**src/rtl/instruction_fetcher_pkg.sv**
```systemverilog
// Shared constants and state encoding for the fetch stage and its JAL predecoder
// (the predecoder exists only when FETCH_JAL_PREDICT_EN is defined).
package instruction_fetcher_pkg;

    localparam logic [31:0] RESET_PC_DEFAULT = 32'h0000_0000;
    localparam logic [6:0]  OPC_JAL          = 7'b1101111;
    localparam int          ICACHE_SIZE_BIT  = 8;

    typedef enum logic {
        FETCH = 1'b0,
        MISS  = 1'b1
    } fetch_state_e;

endpackage

```
**src/rtl/instruction_fetcher_predecode.sv**
```systemverilog
// Combinational JAL detect and target computation; built only under FETCH_JAL_PREDICT_EN.
// Zero latency, no flow control.
`ifdef FETCH_JAL_PREDICT_EN
module instruction_fetcher_predecode
    import instruction_fetcher_pkg::*;
#(
    parameter int ADDR_W = 32
) (
    input  logic [31:0]       word,
    input  logic [ADDR_W-1:0] pc,
    output logic              is_jal,
    output logic [ADDR_W-1:0] target
);

    logic [ADDR_W-1:0] imm;
    logic              unused_rd;

    assign is_jal    = (word[6:0] == OPC_JAL);
    // J-type immediate: 21-bit signed, bit 0 implicitly zero
    assign imm       = ADDR_W'({{12{word[31]}}, word[19:12], word[20], word[30:21], 1'b0});
    assign target    = pc + imm;
    assign unused_rd = ^word[11:7];

endmodule
`endif

```
**src/rtl/instruction_fetcher.sv**
```systemverilog
// Fetch stage in front of the I-cache: 1-cycle hit latency, miss delivers 2 cycles after mem_done;
// output register holds under inst_ready=0, rdy_in=0 freezes all state. JAL prediction via FETCH_JAL_PREDICT_EN.
module instruction_fetcher
    import instruction_fetcher_pkg::*;
#(
    parameter int                ADDR_W   = 32,
    parameter logic [ADDR_W-1:0] RESET_PC = RESET_PC_DEFAULT
) (
    input  logic              clk_in,
    input  logic              rst_in,
    input  logic              rdy_in,
    output logic [ADDR_W-1:0] ic_addr,
    input  logic              ic_hit,
    input  logic [31:0]       ic_res,
    output logic              ic_we,
    output logic [31:0]       ic_data,
    output logic              mem_req,
    output logic [ADDR_W-1:0] mem_addr,
    input  logic              mem_done,
    input  logic [31:0]       mem_data,
    input  logic              redirect_valid,
    input  logic [ADDR_W-1:0] redirect_pc,
    output logic              inst_valid,
    input  logic              inst_ready,
    output logic [31:0]       inst,
    output logic [ADDR_W-1:0] inst_pc
);

    fetch_state_e      state_q, state_d;
    logic [ADDR_W-1:0] pc_q, pc_d;
    logic [ADDR_W-1:0] pend_pc_q, pend_pc_d;
    logic              pend_q, pend_d;
    logic              mem_req_q, mem_req_d;
    logic [ADDR_W-1:0] mem_addr_q, mem_addr_d;
    logic              inst_valid_q, inst_valid_d;
    logic [31:0]       inst_q, inst_d;
    logic [ADDR_W-1:0] inst_pc_q, inst_pc_d;

    logic              adv;
    logic              fill;
    logic [ADDR_W-1:0] redir_tgt;
    logic [ADDR_W-1:0] seq_pc;
    logic              unused_redirect_lsbs;

    assign redir_tgt            = {redirect_pc[ADDR_W-1:2], 2'b00};
    assign unused_redirect_lsbs = ^redirect_pc[1:0];
    assign adv                  = !inst_valid_q || inst_ready;
    assign fill                 = rst_in && rdy_in && (state_q == MISS) && mem_done;

`ifdef FETCH_JAL_PREDICT_EN
    logic              is_jal;
    logic [ADDR_W-1:0] jal_tgt;

    instruction_fetcher_predecode #(.ADDR_W(ADDR_W)) u_predecode (
        .word   (ic_res),
        .pc     (pc_q),
        .is_jal (is_jal),
        .target (jal_tgt)
    );

    assign seq_pc = is_jal ? jal_tgt : pc_q + ADDR_W'(4);
`else
    assign seq_pc = pc_q + ADDR_W'(4);
`endif

    always_comb begin
        state_d      = state_q;
        pc_d         = pc_q;
        pend_pc_d    = pend_pc_q;
        pend_d       = pend_q;
        mem_req_d    = mem_req_q;
        mem_addr_d   = mem_addr_q;
        inst_valid_d = inst_valid_q;
        inst_d       = inst_q;
        inst_pc_d    = inst_pc_q;
        unique case (state_q)
            FETCH: begin
                if (redirect_valid) begin
                    pc_d         = redir_tgt;
                    inst_valid_d = 1'b0;
                end else if (adv) begin
                    if (ic_hit) begin
                        inst_d       = ic_res;
                        inst_pc_d    = pc_q;
                        inst_valid_d = 1'b1;
                        pc_d         = seq_pc;
                    end else begin
                        mem_req_d    = 1'b1;
                        mem_addr_d   = pc_q;
                        state_d      = MISS;
                        inst_valid_d = 1'b0;
                    end
                end
            end
            MISS: begin
                // The memory transaction cannot be cancelled; park redirects until the fill lands.
                if (redirect_valid) begin
                    pend_pc_d    = redir_tgt;
                    pend_d       = 1'b1;
                    inst_valid_d = 1'b0;
                end
                if (mem_done) begin
                    mem_req_d = 1'b0;
                    state_d   = FETCH;
                    pend_d    = 1'b0;
                    if (redirect_valid) begin
                        pc_d = redir_tgt;
                    end else if (pend_q) begin
                        pc_d = pend_pc_q;
                    end
                end
            end
        endcase
    end

    always_ff @(posedge clk_in) begin
        if (!rst_in) begin
            state_q      <= FETCH;
            pc_q         <= RESET_PC;
            pend_pc_q    <= '0;
            pend_q       <= 1'b0;
            mem_req_q    <= 1'b0;
            mem_addr_q   <= '0;
            inst_valid_q <= 1'b0;
            inst_q       <= '0;
            inst_pc_q    <= '0;
        end else if (rdy_in) begin
            state_q      <= state_d;
            pc_q         <= pc_d;
            pend_pc_q    <= pend_pc_d;
            pend_q       <= pend_d;
            mem_req_q    <= mem_req_d;
            mem_addr_q   <= mem_addr_d;
            inst_valid_q <= inst_valid_d;
            inst_q       <= inst_d;
            inst_pc_q    <= inst_pc_d;
        end
    end

    assign ic_addr    = (state_q == MISS) ? mem_addr_q : pc_q;
    assign ic_we      = fill;
    assign ic_data    = fill ? mem_data : 32'h0;
    assign mem_req    = mem_req_q;
    assign mem_addr   = mem_addr_q;
    assign inst_valid = inst_valid_q;
    assign inst       = inst_q;
    assign inst_pc    = inst_pc_q;

endmodule

```
**config.mk**
```make
export PLATFORM = sky130hd
export DESIGN_NAME = instruction_fetcher
export DESIGN_NICKNAME = d
export VERILOG_FILES = /design/src/rtl/instruction_fetcher_pkg.sv /design/src/rtl/instruction_fetcher_predecode.sv /design/src/rtl/instruction_fetcher.sv
export SDC_FILE = /design/constraint.sdc
export NUM_CORES = 1
export LEC_CHECK = 0
export CORE_MARGIN = 5
export CORE_UTILIZATION = 38
export DETAILED_ROUTE_END_ITERATION = 6
export GPL_TIMING_DRIVEN = 1
export PLACE_DENSITY = 0.71
export SLEW_MARGIN = 25
export SYNTH_ARGS = -nofsm -noshare
export SYNTH_HDL_FRONTEND = slang
export SYNTH_HIERARCHICAL = 1
export SYNTH_SLANG_ARGS = --single-unit
```
**constraint.sdc**
```tcl
create_clock -name clk_in -period 1.82 [get_ports clk_in]
set_input_delay 0.364 -clock clk_in [delete_from_list [all_inputs] [get_ports clk_in]]
set_output_delay 0.364 -clock clk_in [all_outputs]
set_load 0.05 [all_outputs]
```
======== Word-level counts from Yosys, hierarchy flattened ========
Index checks and enable logic that the tools add are counted.
cells by class
  mux-type cells .......................... 26
  equal/unequal tests ..................... 8
  reduce and logical (&&, ||, !) cells .... 13
  add/sub/neg operators ................... 1
  bitwise logic cells ..................... 3
operators with widths
  kind                                                             number
  32-bit 2-to-1 mux                                                8
  32-bit one-hot mux with 2 select lines                           1
  32-bit by 3-bit adder with 32-bit output, second input constant  1
  5-bit AND reduction                                              4
  1-bit 2-to-1 mux                                                 14
  2-bit != test, second input constant                             5
  3-bit AND reduction                                              3
  3-bit != test, second input constant                             2
  1-bit one-hot mux with 2 select lines                            3
  1-bit logical AND                                                3
  3-bit by 2-bit != test with 1-bit output, second input constant  1
  1-bit inverter                                                   3
  2-bit nonzero test                                               1
  1-bit logical NOT                                                1
  1-bit logical OR                                                 1
word-level totals
  bits of input ports ..................... 103
  register bits after elaboration ......... 162
  word-level logic and storage cells ...... 60
  output and inout port bits .............. 163

======== Depth between registers and ports, before layout ========
  word-level depth ........................ 5
  gate-level depth with buffers ........... 7
  depth with buffers taken out ............ 6

======== Worst setup path before layout ========
OpenSTA, ideal clock, no wires.
  kind .................................... register to output
  from .................................... register state_q
  to ...................................... output ic_addr[14]
  path slack .............................. -0.546 ns
  required time ........................... 1.456 ns
  arrival ................................. 2.002 ns
  cell stages (with the launch flop) ...... 5
  path buffers ............................ 3
  cells stage by stage .................... dfxtp_1 -> buf_2 -> clkbuf_1 -> clkbuf_1 -> o21ai_0
on the way
  cells in the longest elaborated chain, start to end .. 1
RTL lines
  item                    line                        RTL
  from (decl)             instruction_fetcher.sv:29   fetch_state_e state_q, state_d;
  from (signal assigned)  instruction_fetcher.sv:128  state_q <= state_d;
  32-bit 2-to-1 mux       instruction_fetcher.sv:140  assign ic_addr = (state_q == MISS) ? mem_addr_q : pc_q;
  to (decl)               instruction_fetcher.sv:12   output logic [ADDR_W-1:0] ic_addr,
No other way between the ends.

======== Final worst setup path ========
  from .................................... register state_q
  to ...................................... output ic_addr[30]
Same word-level chain as after synthesis.

==> impl_results.md <==
* Run status: finished, violations left
* Failing checks: negative setup slack
* Hold Path Class: in -> reg
* Final setup vio count at 63
* Via count at between 8000 and 9000
* PnR worst setup slack at -0.173 ns
* Hold buffer count at CTS at 0
* Avg WL per Cell at roughly 18 um
* CP arrival at around 1.6 ns
* Ys Warns at 6
* Skew-Pair Late Insertion Delay at 0.43 ns
* Tmin final at roughly 2.0 ns
* Port Buffers at 257
* Root buf cell: clkbuf_16
* Finished Core Util at about two thirds
* Clk buf depth at 2
* Top FF cell, synth: dfxtp_1
* Initial Util at 38.5%
* Largest net degree at the start of global routing at 141
* Largest area contributor in the netlist: dfxtp_1
* Top post-synthesis cells by count: nand2_1 (300), dfxtp_1 (156), a21oi_1 (155), clkbuf_1 (61), o21ai_0 (38)
* Post-synth EDFFs at 0
* Post-synthesis sequential area ratio at between 40 and 50%
* DRC viols at 0
* CP max FO at 5
* Async S/R FF share, synth at 0%
* I/O pin count at approximately 270
* DR pass1 iterations at 5
* PwrDens at approximately 740 nW/um2
* Final Hold Vio Count at 0
* Slew @ Worst Pin at approximately 0.63 ns
* Global-route wire length before repair at 40.8 mm
* GRT Total Usage at between 20 and 25%
* Hold slack at around 0.43 ns
* Area contributors post-synth: dfxtp_1 (43%), nand2_1 (16%), a21oi_1 (11%), mux2_2 (4.2%), clkbuf_1 (3.2%)
* Site Rows at 50
* Share of Yosys cell area claimed by the top area cell type at a little over two fifths
* Area Overhead vs Synth at 71.2%
* Final period util at 109%
* Crit. End Element: output pin
* Fillers at 1484
* Unrepaired setup endpoints after global routing: yes
* Worst endpoint required time at about 1.5 ns
* Layout cell share with drive strength beyond 1 at 32.8%
* Post-Syn Instances at between 900 and 1000
* Sink Count at roughly 160
* Final WL at between 20 and 30 mm
* Antenna diodes at 0
* Setup TNS Final at -7.53 ns
* Mean Syn Cell Area at 7.52 um2
* Vert. Die Dim at about 150 um
* Die Area at between 20000 and 25000 um2
* Vias per cell at ~5.4
* Htree depth at 4
* TritonCTS clock tree: yes
* Design area at around 12000 um2
* Dpl ws at -0.321 ns
* Layout Nets at 1365
* P_leak at between 4 and 5 nW
* Initial DRC count at approximately 710
* Final Skew at around 0.011 ns
* DP Area at approximately 10000 um2
* CTS Buf Count at 17
* Core area at approximately 19000 um2
* Initial antenna violation count at 0
* Vias in the first global route at between 7000 and 8000
* Multi-input logic area at a little over 4000 um2
* Gpl congestion at about 0.8
* Most frequent cell after synthesis: nand2_1
* Max-cap violations at 0
* Synth cell types at between 50 and 60
* Flops & latches, synth at roughly 160
* Die X-Extent at ~150 um
* VDD IR-drop max at roughly 0.6 mV
* Slew HR at around 58%
* DP HPWL at 17.9 mm
* Crit Path Category: reg -> out
* FMAX at around 0.5 GHz
* Crit start category: flip-flop
* Clock slew at reported path FFs at about 0.070 ns
* Mapped cell area at 7180 um2
* Final ANT Viol Nets at 0
* Global route overflow at 0
* Slew Viols, Final at 0
* Area taken by flip-flops and latches at approximately 3100 um2
report_power, final:
| group | switching (mW) | internal, mW | total [mW] | leakage, nW |
|---|---|---|---|---|
| Sequential | 0.0896 | 3.51 | 3.60 | 1.27 |
| Combinational | 1.02 | 0.827 | 1.85 | 3.37 |
| Clock | 1.53 | 2.13 | 3.66 | 0.290 |
logic make-up (layout without fill, tap and decap cells):
kind of cell / count (synthesis) / in the layout / share of synthesized area (%)
and+or+nand+nor: 425 / 425 / 26.3
AOI/OAI and AO/OA: 250 / 250 / 19.9
DFF: 156 / 156 / 43.5
buffers and inverters: 92 / 406 / 5.42
muxes: 29 / 29 / 4.51
adders and majority gates: 1 / 1 / 0.174
other: 1 / 6 / 0.0522
xor gates and xnor gates: 1 / 1 / 0.122
cell usage in the layout, fill, tap and decap left out, types with 6 or more instances in the layout:
master             n
nand2_1          291
o211a_1            6
conb_1             6
o21ai_0           33
buf_6             16
clkbuf_16         20
and2_4            32
buf_12            53
a211oi_1           7
nand3_1            7
a21oi_1          152
buf_8             23
a31oi_1            6
o21a_1             8
and3_1             9
dfxtp_1          151
nand4_1           10
nor3_1            12
nor2_1            19
buf_4            167
mux2_4            24
clkdlybuf4s50_1   96
registers in the layout, indices dropped and copies added (netlist names):
name and cells:
inst 32, inst_pc 30, inst_valid 1, mem_addr 30
mem_req 1, pc_q 30, pend_pc_q 30, pend_q 1
state_q 1
area by class of cell:
class | instances | area share, %
Multi-Input combinational cell | 712 | 33.8
Timing Repair Buffer | 370 | 33.3
Sequential cell | 156 | 25.5
Clock buffer | 19 | 3.68
Tap cell | 234 | 2.38
Clock inverter | 13 | 1.26
Inverter | 4 | 0.173
final timing paths:
path	startpoint	end	slack, ns	depth (start not counted)
worst max-delay path	state_q	ic_addr[30]	-0.17	4
worst min-delay path	redirect_valid	inst_valid	0.43	4
worst max register to register	pc_q[3]	pc_q[23]	0.01	8
worst min register to register	inst[6]	inst[6]	0.45	2
layer usage:
layer | global-route usage, % | routed length [um]
met2 | 37.8 | 13600
met5 | 0 | 0
met4 | 6.76 | 638
met1 | 31.5 | 11600
met3 | 4.48 | 2000
worst max-delay path, cell delays in order (launching register included):
cell and delay (ns):
dfxtp_4 0.40, buf_8 0.16, buf_12 0.13, mux2_2 0.35
buf_6 0.16
per-stage QoR:
stage / instances / power (mW)
after global routing: 1508 / 9.39
after CTS: 1490 / 8.98
after global placement: 1434 / 5.18
final: 1508 / 9.11
after detailed placement: 1434 / 5.19
after floorplan: 960 / 4.50
timing repair:
item                       CTS  global route
setup buffers               17            17
pin swaps                   37             9
setup endpoints to repair   68           161
cloned                       7             5
gates resized for setup    126            71
(Power assumes the default switching activity.)
